### config.mk
export PLATFORM = sky130hd
export DESIGN_NAME = fifo_drain_packer_flat
export DESIGN_NICKNAME = d
export VERILOG_FILES = /design/src/rtl/fifo_drain_packer_if.sv /design/src/rtl/fifo_drain_packer.sv /design/src/flat_wrapper.sv
export SDC_FILE = /design/constraint.sdc
export NUM_CORES = 1
export LEC_CHECK = 0
export ABC_AREA = 1
export CORE_MARGIN = 2
export CORE_UTILIZATION = 50
export CTS_BUF_LIST = sky130_fd_sc_hd__clkbuf_4 sky130_fd_sc_hd__clkbuf_8
export DETAILED_ROUTE_END_ITERATION = 6
export GPL_TIMING_DRIVEN = 0
export PLACE_DENSITY_LB_ADDON = 0.3
export SLEW_MARGIN = 20
export SYNTH_ARGS = -nofsm -noshare
export SYNTH_HDL_FRONTEND = slang
export SYNTH_SLANG_ARGS = --single-unit
### constraint.sdc
create_clock -name clock -period 1.6 [get_ports clock]
set_clock_uncertainty 0.05 [all_clocks]
set_input_delay 0.16 -clock clock [delete_from_list [all_inputs] [get_ports clock]]
set_output_delay 0.16 -clock clock [all_outputs]
set_load 0.005 [all_outputs]
### src/rtl/fifo_drain_packer_if.sv
// fifo_drain_packer_if
//   Bundles the FIFO read port and the packed valid/ready output stream
//   of fifo_drain_packer.
//   Optional macro FIFO_DRAIN_PACKER_FLUSH_EN adds flush, out_last, out_count.
// Signals
//   empty      FIFO empty flag
//   rdata      FIFO head word (show-ahead)
//   rreq       pop request to the FIFO
//   out_valid  packed word available
//   out_data   packed word, first-popped word in the low lane
//   out_ready  consumer accepts out_data
//   flush      (FLUSH_EN) emit a partially filled word
//   out_last   (FLUSH_EN) word ended by a flush
//   out_count  (FLUSH_EN) number of filled lanes in out_data
// Modports
//   master  packer side
//   slave   FIFO / consumer side
interface fifo_drain_packer_if #(
  parameter int BYTE_SIZE = 8,
  parameter int PACK      = 4
);
  localparam int CNT_W = $clog2(PACK + 1);

  logic                        empty;
  logic [BYTE_SIZE-1:0]        rdata;
  logic                        rreq;
  logic                        out_valid;
  logic [BYTE_SIZE*PACK-1:0]   out_data;
  logic                        out_ready;
`ifdef FIFO_DRAIN_PACKER_FLUSH_EN
  logic                        flush;
  logic                        out_last;
  logic [CNT_W-1:0]            out_count;
`endif

  modport master (
    input  empty, rdata, out_ready,
`ifdef FIFO_DRAIN_PACKER_FLUSH_EN
    input  flush,
    output out_last, out_count,
`endif
    output rreq, out_valid, out_data
  );

  modport slave (
    output empty, rdata, out_ready,
`ifdef FIFO_DRAIN_PACKER_FLUSH_EN
    output flush,
    input  out_last, out_count,
`endif
    input  rreq, out_valid, out_data
  );
endinterface

### src/rtl/fifo_drain_packer.sv
// fifo_drain_packer
//   Pops BYTE_SIZE-bit words from a show-ahead FIFO whenever it is not empty,
//   packs PACK consecutive words into one wide word and presents it on a
//   valid/ready stream. The first-popped word lands in the lowest lane.
//   Optional macro FIFO_DRAIN_PACKER_FLUSH_EN adds a flush input that emits
//   a partially filled word, plus out_last / out_count sideband outputs.
// Ports
//   clock   single clock, all state on posedge
//   reset   asynchronous, active-high
//   io      fifo_drain_packer_if.master (FIFO read port + output stream)
//
// state | meaning
// ------+--------------------------------------------------------------
// FILL  | accumulating words, lane index idx counts 0..PACK-1
// HOLD  | packed word presented with out_valid=1, no pops until accepted
module fifo_drain_packer #(
  parameter int BYTE_SIZE = 8,
  parameter int PACK      = 4
) (
  input logic                clock,
  input logic                reset,
  fifo_drain_packer_if.master io
);
  localparam int IDX_W = (PACK > 2) ? $clog2(PACK) : 1;
  localparam int CNT_W = $clog2(PACK + 1);
  localparam logic [IDX_W-1:0] LAST_IDX  = IDX_W'(PACK - 1);
  localparam logic [CNT_W-1:0] FULL_CNT  = CNT_W'(PACK);

  typedef enum logic {FILL, HOLD} state_t;

  state_t                    state;
  logic [IDX_W-1:0]          idx;
  logic                      valid_q;
  logic [BYTE_SIZE*PACK-1:0] data_q;
  logic                      pop;

  // reset term makes rreq drop the instant reset asserts, not at the next edge
  assign pop       = (state == FILL) && !io.empty && !reset;
  assign io.rreq   = pop;
  assign io.out_valid = valid_q;
  assign io.out_data  = data_q;

`ifdef FIFO_DRAIN_PACKER_FLUSH_EN
  logic             last_q;
  logic [CNT_W-1:0] count_q;
  logic [CNT_W-1:0] fill_n;

  // lanes that will be filled after this edge, including a same-cycle pop
  assign fill_n       = CNT_W'(idx) + CNT_W'(pop);
  assign io.out_last  = last_q;
  assign io.out_count = count_q;
`endif

  always_ff @(posedge clock or posedge reset) begin
    if (reset) begin
      state   <= FILL;
      idx     <= '0;
      valid_q <= 1'b0;
      data_q  <= '0;
`ifdef FIFO_DRAIN_PACKER_FLUSH_EN
      last_q  <= 1'b0;
      count_q <= '0;
`endif
    end else begin
      case (state)
        FILL: begin
          if (pop) begin
            data_q[int'(idx)*BYTE_SIZE +: BYTE_SIZE] <= io.rdata;
          end
`ifdef FIFO_DRAIN_PACKER_FLUSH_EN
          if (io.flush && (fill_n != '0)) begin
            // unused lanes are already 0: lanes are cleared on every handshake
            state   <= HOLD;
            idx     <= '0;
            valid_q <= 1'b1;
            count_q <= fill_n;
            last_q  <= 1'b1;
          end else
`endif
          if (pop) begin
            if (idx == LAST_IDX) begin
              state   <= HOLD;
              idx     <= '0;
              valid_q <= 1'b1;
`ifdef FIFO_DRAIN_PACKER_FLUSH_EN
              count_q <= FULL_CNT;
              last_q  <= 1'b0;
`endif
            end else begin
              idx <= idx + 1'b1;
            end
          end
        end
        HOLD: begin
          if (io.out_ready) begin
            state   <= FILL;
            valid_q <= 1'b0;
            data_q  <= '0;
`ifdef FIFO_DRAIN_PACKER_FLUSH_EN
            count_q <= '0;
            last_q  <= 1'b0;
`endif
          end
        end
        default: begin
          state   <= FILL;
          idx     <= '0;
          valid_q <= 1'b0;
          data_q  <= '0;
        end
      endcase
    end
  end

`ifndef FIFO_DRAIN_PACKER_FLUSH_EN
  // keep the full-word count constant referenced in the default build
  logic unused_full_cnt;
  assign unused_full_cnt = ^FULL_CNT;
`endif
endmodule

### src/flat_wrapper.sv
// flat-port wrapper written by rule: the top's interface ports become plain ports
module fifo_drain_packer_flat 
#(
  parameter int BYTE_SIZE = 8,
  parameter int PACK      = 4
)
  (clock, reset, io_empty, io_rdata, io_out_ready, io_rreq, io_out_valid, io_out_data);
  fifo_drain_packer_if #(.BYTE_SIZE(BYTE_SIZE), .PACK(PACK)) io_i ();
  input logic clock;
  input logic reset;
  input wire logic [$bits(io_i.empty)-1:0] io_empty;
  input wire logic [$bits(io_i.rdata)-1:0] io_rdata;
  input wire logic [$bits(io_i.out_ready)-1:0] io_out_ready;
  output wire logic [$bits(io_i.rreq)-1:0] io_rreq;
  output wire logic [$bits(io_i.out_valid)-1:0] io_out_valid;
  output wire logic [$bits(io_i.out_data)-1:0] io_out_data;
  assign io_i.empty = io_empty;
  assign io_i.rdata = io_rdata;
  assign io_i.out_ready = io_out_ready;
  assign io_rreq = io_i.rreq;
  assign io_out_valid = io_i.out_valid;
  assign io_out_data = io_i.out_data;
  fifo_drain_packer #(.BYTE_SIZE(BYTE_SIZE), .PACK(PACK)) u_core (.clock(clock), .reset(reset), .io(io_i));
endmodule
; ---- After elaboration in Yosys (flattened, before gate mapping)
; Cells that the tools add are included.
[totals]
ff_bits = 36
input_bits = 12
[op_classes]
n_addsub = 2
n_eq_ne = 4
shift = 2
mux = 13
n_bitwise = 1
n_reduce_logical = 7
[ops]
columns = operator, n
row1 = $mux 32, 2
row2 = $pmux 32 s2, 1
row3 = $neg 5->33, 1
row4 = $shift 8x33->32 const A, 1
row5 = $shiftx 8x33->32, 1
row6 = $bwmux 32, 1
row7 = $mux 1, 6
row8 = $ne 2x2->1 const B, 3
row9 = $pmux 1 s2, 2
row10 = $reduce_and 2->1, 2
row11 = $reduce_and 3->1, 1
row12 = $add 2x1->2 const B, 1
row13 = $eq 2x2->1 const B, 1
row14 = $logic_and 1x1->1, 2
row15 = $logic_not 1->1, 2
row16 = $mux 2, 1
row17 = $not 1->1, 1

; ---- Longest topological paths before layout
[depth]
depth_word = 5
ltp_mapped = 7
ltp_nobuf = 7

; ---- Worst setup path before layout
; Ideal clock, no wire load.
[synth_timing]
kind = register to register
from = reg u_core.idx[0]
to = reg u_core.data_q[24] (netlist: u_core.io.out_data[24])
setup_ns = 0.065
arrival_ns = 1.317
required_time_ns = 1.485
setup_slack_ns = 0.167
stages_incl_launch_ff = 8
synth_period_minus_slack_ns = 1.433
cell_sequence = dfrtp_1 inv_1 ha_1 inv_1 nand3_1 nor2_2 nand3_1 nand2_1
[synth_between]
elab_chain_len = 5
[synth_rtl]
columns = item, line
row1 = from (decl), fifo_drain_packer.sv:32  ; logic [IDX_W-1:0] idx;
row2 = from (signal assigned), fifo_drain_packer.sv:90  ; idx <= idx + 1'b1;
row3 = $neg 5->33 (*), fifo_drain_packer.sv:68  ; data_q[int'(idx)*BYTE_SIZE +: BYTE_SIZE] <= io.rdata;
row4 = $shiftx 8x33->32 / $shift 8x33->32 (equally long branches), fifo_drain_packer.sv:68
row5 = $bwmux 32 (*), fifo_drain_packer.sv:68
row6 = $mux 32 (*), fifo_drain_packer.sv:67  ; if (pop) begin
row7 = $pmux 32 s2 (*), fifo_drain_packer.sv:65  ; case (state)
row8 = "to (signal, indexed assignment)", fifo_drain_packer.sv:68
row9 = to (decl), fifo_drain_packer.sv:34  ; logic [BYTE_SIZE*PACK-1:0] data_q;
; Every way passes the cells marked *; elsewhere a longest branch is shown, timed or not. The select of a mux whose other input is x is not followed.
; A chain may end at the register's enable or synchronous reset.

; ---- Final worst setup path
[layout_timing]
from = reg u_core.idx[1]
to = reg u_core.data_q[26] (netlist: u_core.io.out_data[26])
; Same word-level chain as after synthesis.

==> results.yml <==
floorplanning:
  fp.dieH_um: 63.25
  std_cell_rows: 21
  initial_standard_cell_utilization_of_the_core_pct: 52.19
  core-area_um2: 3363
  floorplan.die_area_um2: 4001
  boundaryPins: 46
  die_w_um: 63.25
job:
  max_cap_violations: 0
critical_path:
  chain_of_cells_forming_the_critical_path: "inv_2, ha_2, inv_1, nand3_4, nor2_4, nand3_1, nand2_1"
  number_of_buffer_and_inverter_stages_on_the_critical_path: 2
  cp.arrival_ns: 1.73
  cpPeakStageDelay_ns: 0.42
  nature_of_the_critical_path_endpoint: "flop"
  crit_required_ns: 1.83
  worst_path_max_delay_cell: "dfrtp_1"
  path_delay_family: "flip-flops"
  type_of_origin_of_the_critical_path: "flop"
  worst-setup-path-type: "flop to flop"
  critical_path_peak_fanout: 5
detailed_routing:
  initialDrtViolationCount: 89
  first_pass_iters: 5
  totalWireLength_um: 4440
  dr_total_vias: 1660
  routedWlPerCell_um: 14.14
  detail-route-antenna-nets: 0
  avgViaCountPerCell: 5.287
  remaining_drc_errors: 0
power:
  leakage_uw: 0.001245
  vdd_drop_max_v: 0.0007019
  power-per-cell-area_nw_per_um2: 1356
  design_power_total_uw: 3255
grt:
  initial_antenna_violation_count: 0
  grt_overflow_total: 0
  grtUsageTotal_pct: 23.98
  maximum_number_of_pins_on_one_net_before_global_route_repair: 37
  grt_pass1_vias: 1626
  grt_pass1_wl_um: 7452
yosys:
  avgSynthCellArea_um2: 8.280
  post_synth_num_cell_types: 14
  post_synth_inst_count: 212
  synth_sequential_area_ratio_pct: 51.32
  synth.yosys.warnings: 0
  syn-num-nets: 230
  ys_seq_elements: 36
  post_synth_instance_area_um2: 1755
sta:
  timing.final.crit_share_pct: 93.43
  finalSetupViolCount: 0
  final_max_slew_viol_count: 0
  timing.fmax_mhz: 669.0
  final_critical_path_setup_slack_ns: 0.1052
  period_minus_slack_ns: 1.495
  slew_headroom_pct: 47.87
  setup_total_negative_slack_ns: 0
  hold_viol: 0
  tightest_slew_ns: 0.7809
clocking:
  clock_tree.buffer_depth: 2
  maximum_level_of_the_cts_h_tree: 2
  reg_clk_slew_reported_paths_ns: 0.11
  clock_tree_from_tritoncts: "done"
  numClockSinks: 36
  clock_latency_ns: 0.35
  cts_made_buffers: 5
  root_buffer: "clkbuf_4"
place:
  place.port_buffers: 45
  dp_hpwl_um: 3078
  routabilityCongestion: 0.8362
  dp_slack_ns: -0.1966
hold_path:
  min-delay-path-class: "input port to asynchronous set/reset pin"
cells_and_area:
  final_cell_mix: "nand2_1 (57), nand3_1 (54), clkdlybuf4s50_1 (43)"
  final.fill_count: 278
  antenna_cells: 0
  nets: 286
  post_route_cells_drive_above_1_share_pct: 15.30
  layout-area-overhead-vs-synth_pct: 36.78
  layout_commonest_cell: "nand2_1"
run_status:
  status: "finished clean"
-- layer usage --
metal  global-route usage [%]  up-vias  wire, um
met1                    31.50      778      1844
met4                    7.609        0        88
met2                    39.23       78      2153
met3                    5.893       10       354
met5                        0        -         0
li1                         -      794         -
-- metrics by stage --
step / hold WS (ns) / area (um2) / utilization, % / cells
final: 0.1370 / 2401 / 71.39 / 314
after global routing: 0.1801 / 2401 / 71.39 / 314
after CTS: 0.1642 / 2351 / 69.90 / 313
after detailed placement: 0.4261 / 2263 / 67.30 / 303
after global placement: 0.4150 / 2263 / 67.30 / 303
after floorplan: 0.2064 / 1755 / - / 212
-- report_power, final --
part | switching, uW | total [uW] | internal [uW]
sequential | 129 | 1250 | 1120
combinational | 833 | 1530 | 695
clock | 298 | 477 | 179
-- final cells by class --
type | count | area, um2 | share of cell area, %
Timing Repair Buffer | 49 | 478.0 | 19.91
Multi-Input combinational cell | 153 | 819.5 | 34.13
Tap cell | 46 | 57.56 | 2.397
Clock inverter | 1 | 5.005 | 0.2084
Sequential cell | 36 | 902.1 | 37.57
Inverter | 19 | 73.82 | 3.075
Clock buffer | 6 | 45.04 | 1.876
Buffer | 4 | 20.02 | 0.8338
-- cell usage after synthesis, drive strengths merged --
library cell | count | area share (%)
buf | 4 | 1.1
nor3 | 1 | 0.57
nand3 | 61 | 19
nand2 | 62 | 14
ha | 6 | 4.3
nor2 | 20 | 5.1
o21ai | 3 | 0.86
inv | 19 | 4.2
dfrtp | 36 | 51
-- kinds of logic (layout without fill, tap and decap cells) --
| kind of cell | count (synthesis) | in the layout | share of synthesized area (%) |
|---|---|---|---|
| compound gates | 3 | 3 | 0.8551 |
| buf+inv | 23 | 79 | 5.346 |
| simple gates | 144 | 144 | 38.20 |
| fa+ha+maj | 6 | 6 | 4.276 |
| flops | 36 | 36 | 51.32 |
-- flip-flops by register name, indices dropped and copies added (netlist names) --
signal,flops
u_core.io.out_valid,1
u_core.io.out_data,32
u_core.idx,2
u_core.state,1
-- final timing paths --
| path | end | slack, ns | start | cells after the start |
|---|---|---|---|---|
| worst max-delay path | u_core.io.out_data[26]$_DFFE_PP0P_ | 0.11 | u_core.idx[1]$_DFFE_PP0P_ | 7 |
| worst min-delay path | u_core.io.out_data[17]$_DFFE_PP0P_ | 0.14 | reset | 2 |
| worst max register to register | u_core.io.out_data[26]$_DFFE_PP0P_ | 0.11 | u_core.idx[1]$_DFFE_PP0P_ | 7 |
| worst min register to register | u_core.io.out_valid$_DFFE_PP0P_ | 0.46 | u_core.io.out_valid$_DFFE_PP0P_ | 2 |
| max in group asynchronous | u_core.state$_DFF_PP0_ | 0.81 | reset | 2 |
| min in group clock | u_core.state$_DFF_PP0_ | 0.37 | io_out_ready | 2 |
-- what timing repair did --
action,4_1_cts,5_1_grt
pin swaps,1,3
setup endpoints to repair,24,32
hold buffers,0,0
gates resized for setup,6,12
buffers inserted,3,1
gates cloned,0,0
No activity file was read; power rests on OpenSTA's default activity.
